[src/rtl/dmac_src_stream_req_ctrl.sv]
`default_nettype none
// +----------------------------------------------------------------------------+
// | Module   : dmac_src_stream_req_ctrl                                        |
// | Function : Transfer sequencer for the AXI-stream source data mover.        |
// |            Accepts one descriptor, issues the per-transfer request, then   |
// |            advances request_id once per 16-beat burst under a credit limit |
// |            against response_id, and reports completion once every burst   |
// |            has been retired by the source.                                 |
// | Revision : 1.0 - initial release                                           |
// +----------------------------------------------------------------------------+
module dmac_src_stream_req_ctrl #(
  parameter int C_ID_WIDTH     = 3,
  parameter int C_LENGTH_WIDTH = 24
) (
  input  logic                      s_axis_aclk,
  input  logic                      s_axis_reset,

  input  logic                      ctrl_enable,
  output logic                      ctrl_enabled,

  input  logic                      xfer_valid,
  output logic                      xfer_ready,
  input  logic [C_LENGTH_WIDTH-1:0] xfer_length,
  input  logic                      xfer_sync_on_user,
  output logic                      xfer_done,
  output logic                      xfer_aborted,

  output logic                      src_enable,
  input  logic                      src_enabled,
  output logic                      src_req_valid,
  input  logic                      src_req_ready,
  output logic [3:0]                src_req_last_burst_length,
  output logic                      src_req_sync_on_user,

  output logic [C_ID_WIDTH-1:0]     request_id,
  input  logic [C_ID_WIDTH-1:0]     response_id,
  output logic                      eot
);

  typedef enum logic [1:0] {
    ST_IDLE  = 2'd0,
    ST_REQ   = 2'd1,
    ST_BURST = 2'd2,
    ST_DRAIN = 2'd3
  } state_t;

  state_t                    state;
  // Bursts still to issue after the current one; all-ones length gives the
  // full 2^(C_LENGTH_WIDTH-4) bursts without needing an extra counter bit.
  logic [C_LENGTH_WIDTH-5:0] burst_remain;
  // Remembers that the transfer was cut short by a disable.
  logic                      abort_pending;

  logic [C_ID_WIDTH-1:0]     next_id;
  logic                      credit;
  logic                      drain_done;

  // Next id slot wraps naturally; credit stops request_id from lapping response_id.
  assign next_id    = request_id + 1'b1;
  assign credit     = (next_id != response_id);
  // An aborted transfer also waits for the source itself to shut down.
  assign drain_done = (response_id == request_id) && (!abort_pending || !src_enabled);

  // Descriptor acceptance and activity status are direct functions of state/inputs.
  assign xfer_ready   = (state == ST_IDLE) && ctrl_enable && src_enabled;
  assign ctrl_enabled = src_enabled || (state != ST_IDLE);

  // Transfer sequencing state machine with registered outputs.
  always_ff @(posedge s_axis_aclk) begin
    if (s_axis_reset) begin
      state                     <= ST_IDLE;
      burst_remain              <= '0;
      abort_pending             <= 1'b0;
      src_enable                <= 1'b0;
      src_req_valid             <= 1'b0;
      src_req_last_burst_length <= 4'd0;
      src_req_sync_on_user      <= 1'b0;
      request_id                <= '0;
      eot                       <= 1'b0;
      xfer_done                 <= 1'b0;
      xfer_aborted              <= 1'b0;
    end else begin
      src_enable   <= ctrl_enable;
      xfer_done    <= 1'b0;
      xfer_aborted <= 1'b0;

      case (state)
        ST_IDLE: begin
          if (xfer_valid && xfer_ready) begin
            burst_remain              <= xfer_length[C_LENGTH_WIDTH-1:4];
            src_req_last_burst_length <= xfer_length[3:0];
            src_req_sync_on_user      <= xfer_sync_on_user;
            src_req_valid             <= 1'b1;
            abort_pending             <= 1'b0;
            state                     <= ST_REQ;
          end
        end

        ST_REQ: begin
          // The request stays up until accepted even if disabled meanwhile.
          if (!ctrl_enable) begin
            abort_pending <= 1'b1;
          end
          if (src_req_ready) begin
            src_req_valid <= 1'b0;
            state         <= (abort_pending || !ctrl_enable) ? ST_DRAIN : ST_BURST;
          end
        end

        ST_BURST: begin
          if (!ctrl_enable) begin
            abort_pending <= 1'b1;
            state         <= ST_DRAIN;
          end else if (credit) begin
            request_id <= next_id;
            eot        <= (burst_remain == '0);
            if (burst_remain == '0) begin
              state <= ST_DRAIN;
            end else begin
              burst_remain <= burst_remain - 1'b1;
            end
          end
        end

        ST_DRAIN: begin
          if (drain_done) begin
            xfer_done     <= 1'b1;
            xfer_aborted  <= abort_pending;
            eot           <= 1'b0;
            abort_pending <= 1'b0;
            state         <= ST_IDLE;
          end
        end

        default: state <= ST_IDLE;
      endcase
    end
  end

endmodule
`default_nettype wire

[config.mk]
export PLATFORM = sky130hd
export DESIGN_NAME = dmac_src_stream_req_ctrl
export DESIGN_NICKNAME = d
export VERILOG_FILES = /design/src/rtl/dmac_src_stream_req_ctrl.sv
export SDC_FILE = /design/constraint.sdc
export NUM_CORES = 1
export LEC_CHECK = 0
export ABC_AREA = 1
export BUFFER_PORTS_ARGS = -buffer_cell sky130_fd_sc_hd__clkbuf_2
export CAP_MARGIN = 20
export CORE_UTILIZATION = 38
export CTS_CLUSTER_SIZE = 25
export DETAILED_ROUTE_END_ITERATION = 8
export GPL_TIMING_DRIVEN = 0
export HOLD_SLACK_MARGIN = 0.1
export PLACE_DENSITY_LB_ADDON = 0.08
export SYNTH_ARGS = -nofsm -noshare
export SYNTH_HDL_FRONTEND = slang
export SYNTH_SLANG_ARGS = --single-unit
export TNS_END_PERCENT = 100
[constraint.sdc]
create_clock -name s_axis_aclk -period 2.2 [get_ports s_axis_aclk]
set_clock_uncertainty 0.1 [all_clocks]
set_input_delay 0.22 -clock s_axis_aclk [delete_from_list [all_inputs] [get_ports s_axis_aclk]]
set_output_delay 0.22 -clock s_axis_aclk [all_outputs]
set_load 0.02 [all_outputs]
==> impl_metrics.json <==
{
  "core_sq_um": 6350,
  "clockBufferDepth": 2,
  "wl_met1_mm": 3.41,
  "path_buf_inv": 4,
  "die_x_um": 83.0,
  "cts_tree": "done",
  "grt_pass1_wl_mm": 12.0,
  "tightest_slew_ps": 575,
  "synthCells": 425,
  "switching_share": 0.475,
  "num_vias": 2720,
  "die_area_sq_um": 6890,
  "worstSetupPathType": "register to register",
  "pwr-share-clk": 0.178,
  "synthesis.nets": 467,
  "routed.top_layer": "met4",
  "p_sw_mw": 1.61,
  "htreeDepth": 2,
  "diodes": 0,
  "yosys_warnings": 0,
  "root_buffer": "clkbuf_8",
  "drc": 0,
  "dr_wl_met3_um": 303,
  "route.met2.wl_mm": 3.04,
  "avgSynthCellArea_sq_um": 5.87,
  "crit_path_top_delay_cell": "dfxtp_1",
  "period_needed_ps": 2000,
  "syn_area_sq_um": 2490,
  "setup-violations-final": 0,
  "fp-row-count": 29,
  "power.density_nw_per_um2": 1120,
  "final_cell_mix": "nand2_1, nor2_1, clkbuf_2",
  "clock.fmax_mhz": 500,
  "portBuffers": 48,
  "grt_pass1_vias": 2639,
  "synth_area_leaders": "dfxtp_1, nand2_1, nor2_1",
  "start_util": 0.393,
  "max_cap_viol_count": 0,
  "path_max_fanout": 10,
  "slew-limit-headroom": 0.617,
  "cp_cell_sequence": "inv_1 > ha_1 > buf_2 > clkinvlp_4 > nand2_2 > nand2_4 > nand2_8 > buf_6 > nand2_1 > nand2_1 > nor2_1",
  "combinationalPowerShare": 0.549,
  "cts_setup_buffers": 0,
  "slew_violations": 0,
  "p_leak_nw": 1.58,
  "antenna_found_initial": 0,
  "final_nets": 529,
  "synth_top_area_cell": "dfxtp_1",
  "fin_setup_tns_ps": 0,
  "grt.overflow.total": 0,
  "wire_per_inst_um": 12.1,
  "hold_violations": 0,
  "crit_path_end_kind": "register",
  "post-route-util": 0.475,
  "wirelength_mm": 6.83,
  "clkTransAtPathRegs_ps": 70,
  "cpPeakStageDelay_ps": 350,
  "via_per_inst": 4.81,
  "grt_max_degree": 12,
  "synth_top_area_frac": 0.289,
  "synth_cell_types": 28,
  "ir_worst_vdd_v": 0.000572,
  "num-fill-cells": 711,
  "dp_hpwl_mm": 5.13,
  "hold_path_class": "input pin to register",
  "die_h_um": 83.0,
  "ant_nets": 0,
  "critical-path-top-delay-family": "buffers and inverters",
  "status": "completed",
  "cts.sinks": 36,
  "firstDrtPassIters": 4,
  "grt_usage": 0.211,
  "synth-seq-area-share": 0.289,
  "clock_latency_ps": 300,
  "dr.first_iter.drc_count": 123,
  "ys_seq_elements": 36,
  "p_int_mw": 1.78,
  "cp.required_ps": 2290,
  "cp_data_arrival_time_ps": 2090,
  "r2r_slack_ps": 200,
  "start_kind": "register",
  "layout_commonest_cell": "nand2_1",
  "seqPwrFrac": 0.273,
  "finalCritPeriodShare": 0.909,
  "crit_top_cell": "nand2_1",
  "finalWeightedCongestion": 0.828,
  "drive_above_1_share": 0.168,
  "syn2layout_area_growth_pct": 21.0,
  "boundaryPins": 49,
  "rsz0062_at_grt": "no",
  "numCtsBuffers": 5
}
## path summary, 6_finish.rpt
| kind | start | endpoint | cells after the start |
|---|---|---|---|
| worst min register to register | eot$_SDFFE_PP0P_ | eot$_SDFFE_PP0P_ | 2 |
| worst min-delay path | ctrl_enable | src_enable$_SDFF_PP0_ | 3 |
| worst max register to register | state[0]$_SDFFE_PP0P_ | burst_remain[8]$_SDFFE_PP0P_ | 11 |
| worst max-delay path | state[0]$_SDFFE_PP0P_ | burst_remain[8]$_SDFFE_PP0P_ | 11 |
## cells in the mapped netlist
cell type and count:
a21oi_1 15, a31oi_1 1, and2_1 1, buf_1 1, buf_2 1, buf_6 4, clkbuf_1 5, clkinv_1 1
dfxtp_1 36, ha_1 8, inv_1 44, inv_2 1, nand2_1 138, nand2_2 4, nand2_4 2, nand2_8 1
nand3_1 43, nand3_2 1, nand3b_1 2, nand4_1 2, nor2_1 79, nor2_2 5, nor2_4 2, nor3_1 2
o211ai_1 1, o21ai_0 21, or2_2 2, xor2_1 2
## flip-flops by register name (all words and copies together), names as in the netlist
signal,count
src_enable,1
src_req_last_burst_length,4
src_req_valid,1
abort_pending,1
request_id,3
burst_remain,20
xfer_aborted,1
xfer_done,1
src_req_sync_on_user,1
state,2
eot,1
## final cells by class
| cell class | instances | area (sq um) | share of cell area |
|---|---|---|---|
| buffer | 11 | 73.8 | 0.0245 |
| clock buffer | 6 | 72.6 | 0.0240 |
| clock inverter | 2 | 35.0 | 0.0116 |
| inverter | 46 | 176 | 0.0584 |
| multi-input combinational | 332 | 1530 | 0.508 |
| sequential | 36 | 721 | 0.239 |
| tap | 77 | 96.3 | 0.0319 |
| timing repair buffer | 55 | 310 | 0.103 |
## layer usage
layer / up-vias / track usage
met5: - / 0
li1: 1449 / -
met3: 7 / 0.0358
met1: 1200 / 0.283
met4: 0 / 0.0643
met2: 64 / 0.347
## through the flow
step	hold WS [ps]	worst slack, ps	instances	instance area (sq um)	total power [mW]
2_1_floorplan	189	334	425	2490	2.34
3_3_place_gp	343	57.4	550	2830	2.76
3_5_place_dp	343	37.3	550	2830	2.78
4_1_cts	103	26.2	565	3010	3.40
5_1_grt	113	27.7	565	3020	3.74
6_report	112	200	565	3020	3.39
## power groups by stage
| stage | Clock [mW] | Combinational [mW] | Sequential (mW) |
|---|---|---|---|
| floorplan | 0 | 1.42 | 0.919 |
| global placement | 0 | 1.83 | 0.936 |
| detailed placement | 0 | 1.84 | 0.938 |
| CTS | 0.614 | 1.86 | 0.924 |
| global route | 0.638 | 2.15 | 0.948 |
| finish | 0.604 | 1.86 | 0.927 |
## repair_timing
item                       in CTS  in global routing
gates resized for setup         0                  5
setup endpoints to repair       0                 19
hold buffers                    7                  0
hold endpoints to repair       11                  0
## logic make-up (layout without fill, tap and decap cells)
family / count (synthesis) / after routing / synth area share
adder cells (fa/ha/maj): 8 / 8 / 0.0401
flip-flops: 36 / 36 / 0.289
buffers and inverters: 57 / 120 / 0.0983
AO/OA/AOI/OAI: 38 / 38 / 0.0777
AND/OR/NAND/NOR: 284 / 284 / 0.488
XOR/XNOR: 2 / 2 / 0.00702
## worst min-delay path: stages
cell and delay, ps:
clkbuf_2 100, inv_1 90, nor2_1 50
Note: power is estimated with default switching activity, not from simulation.
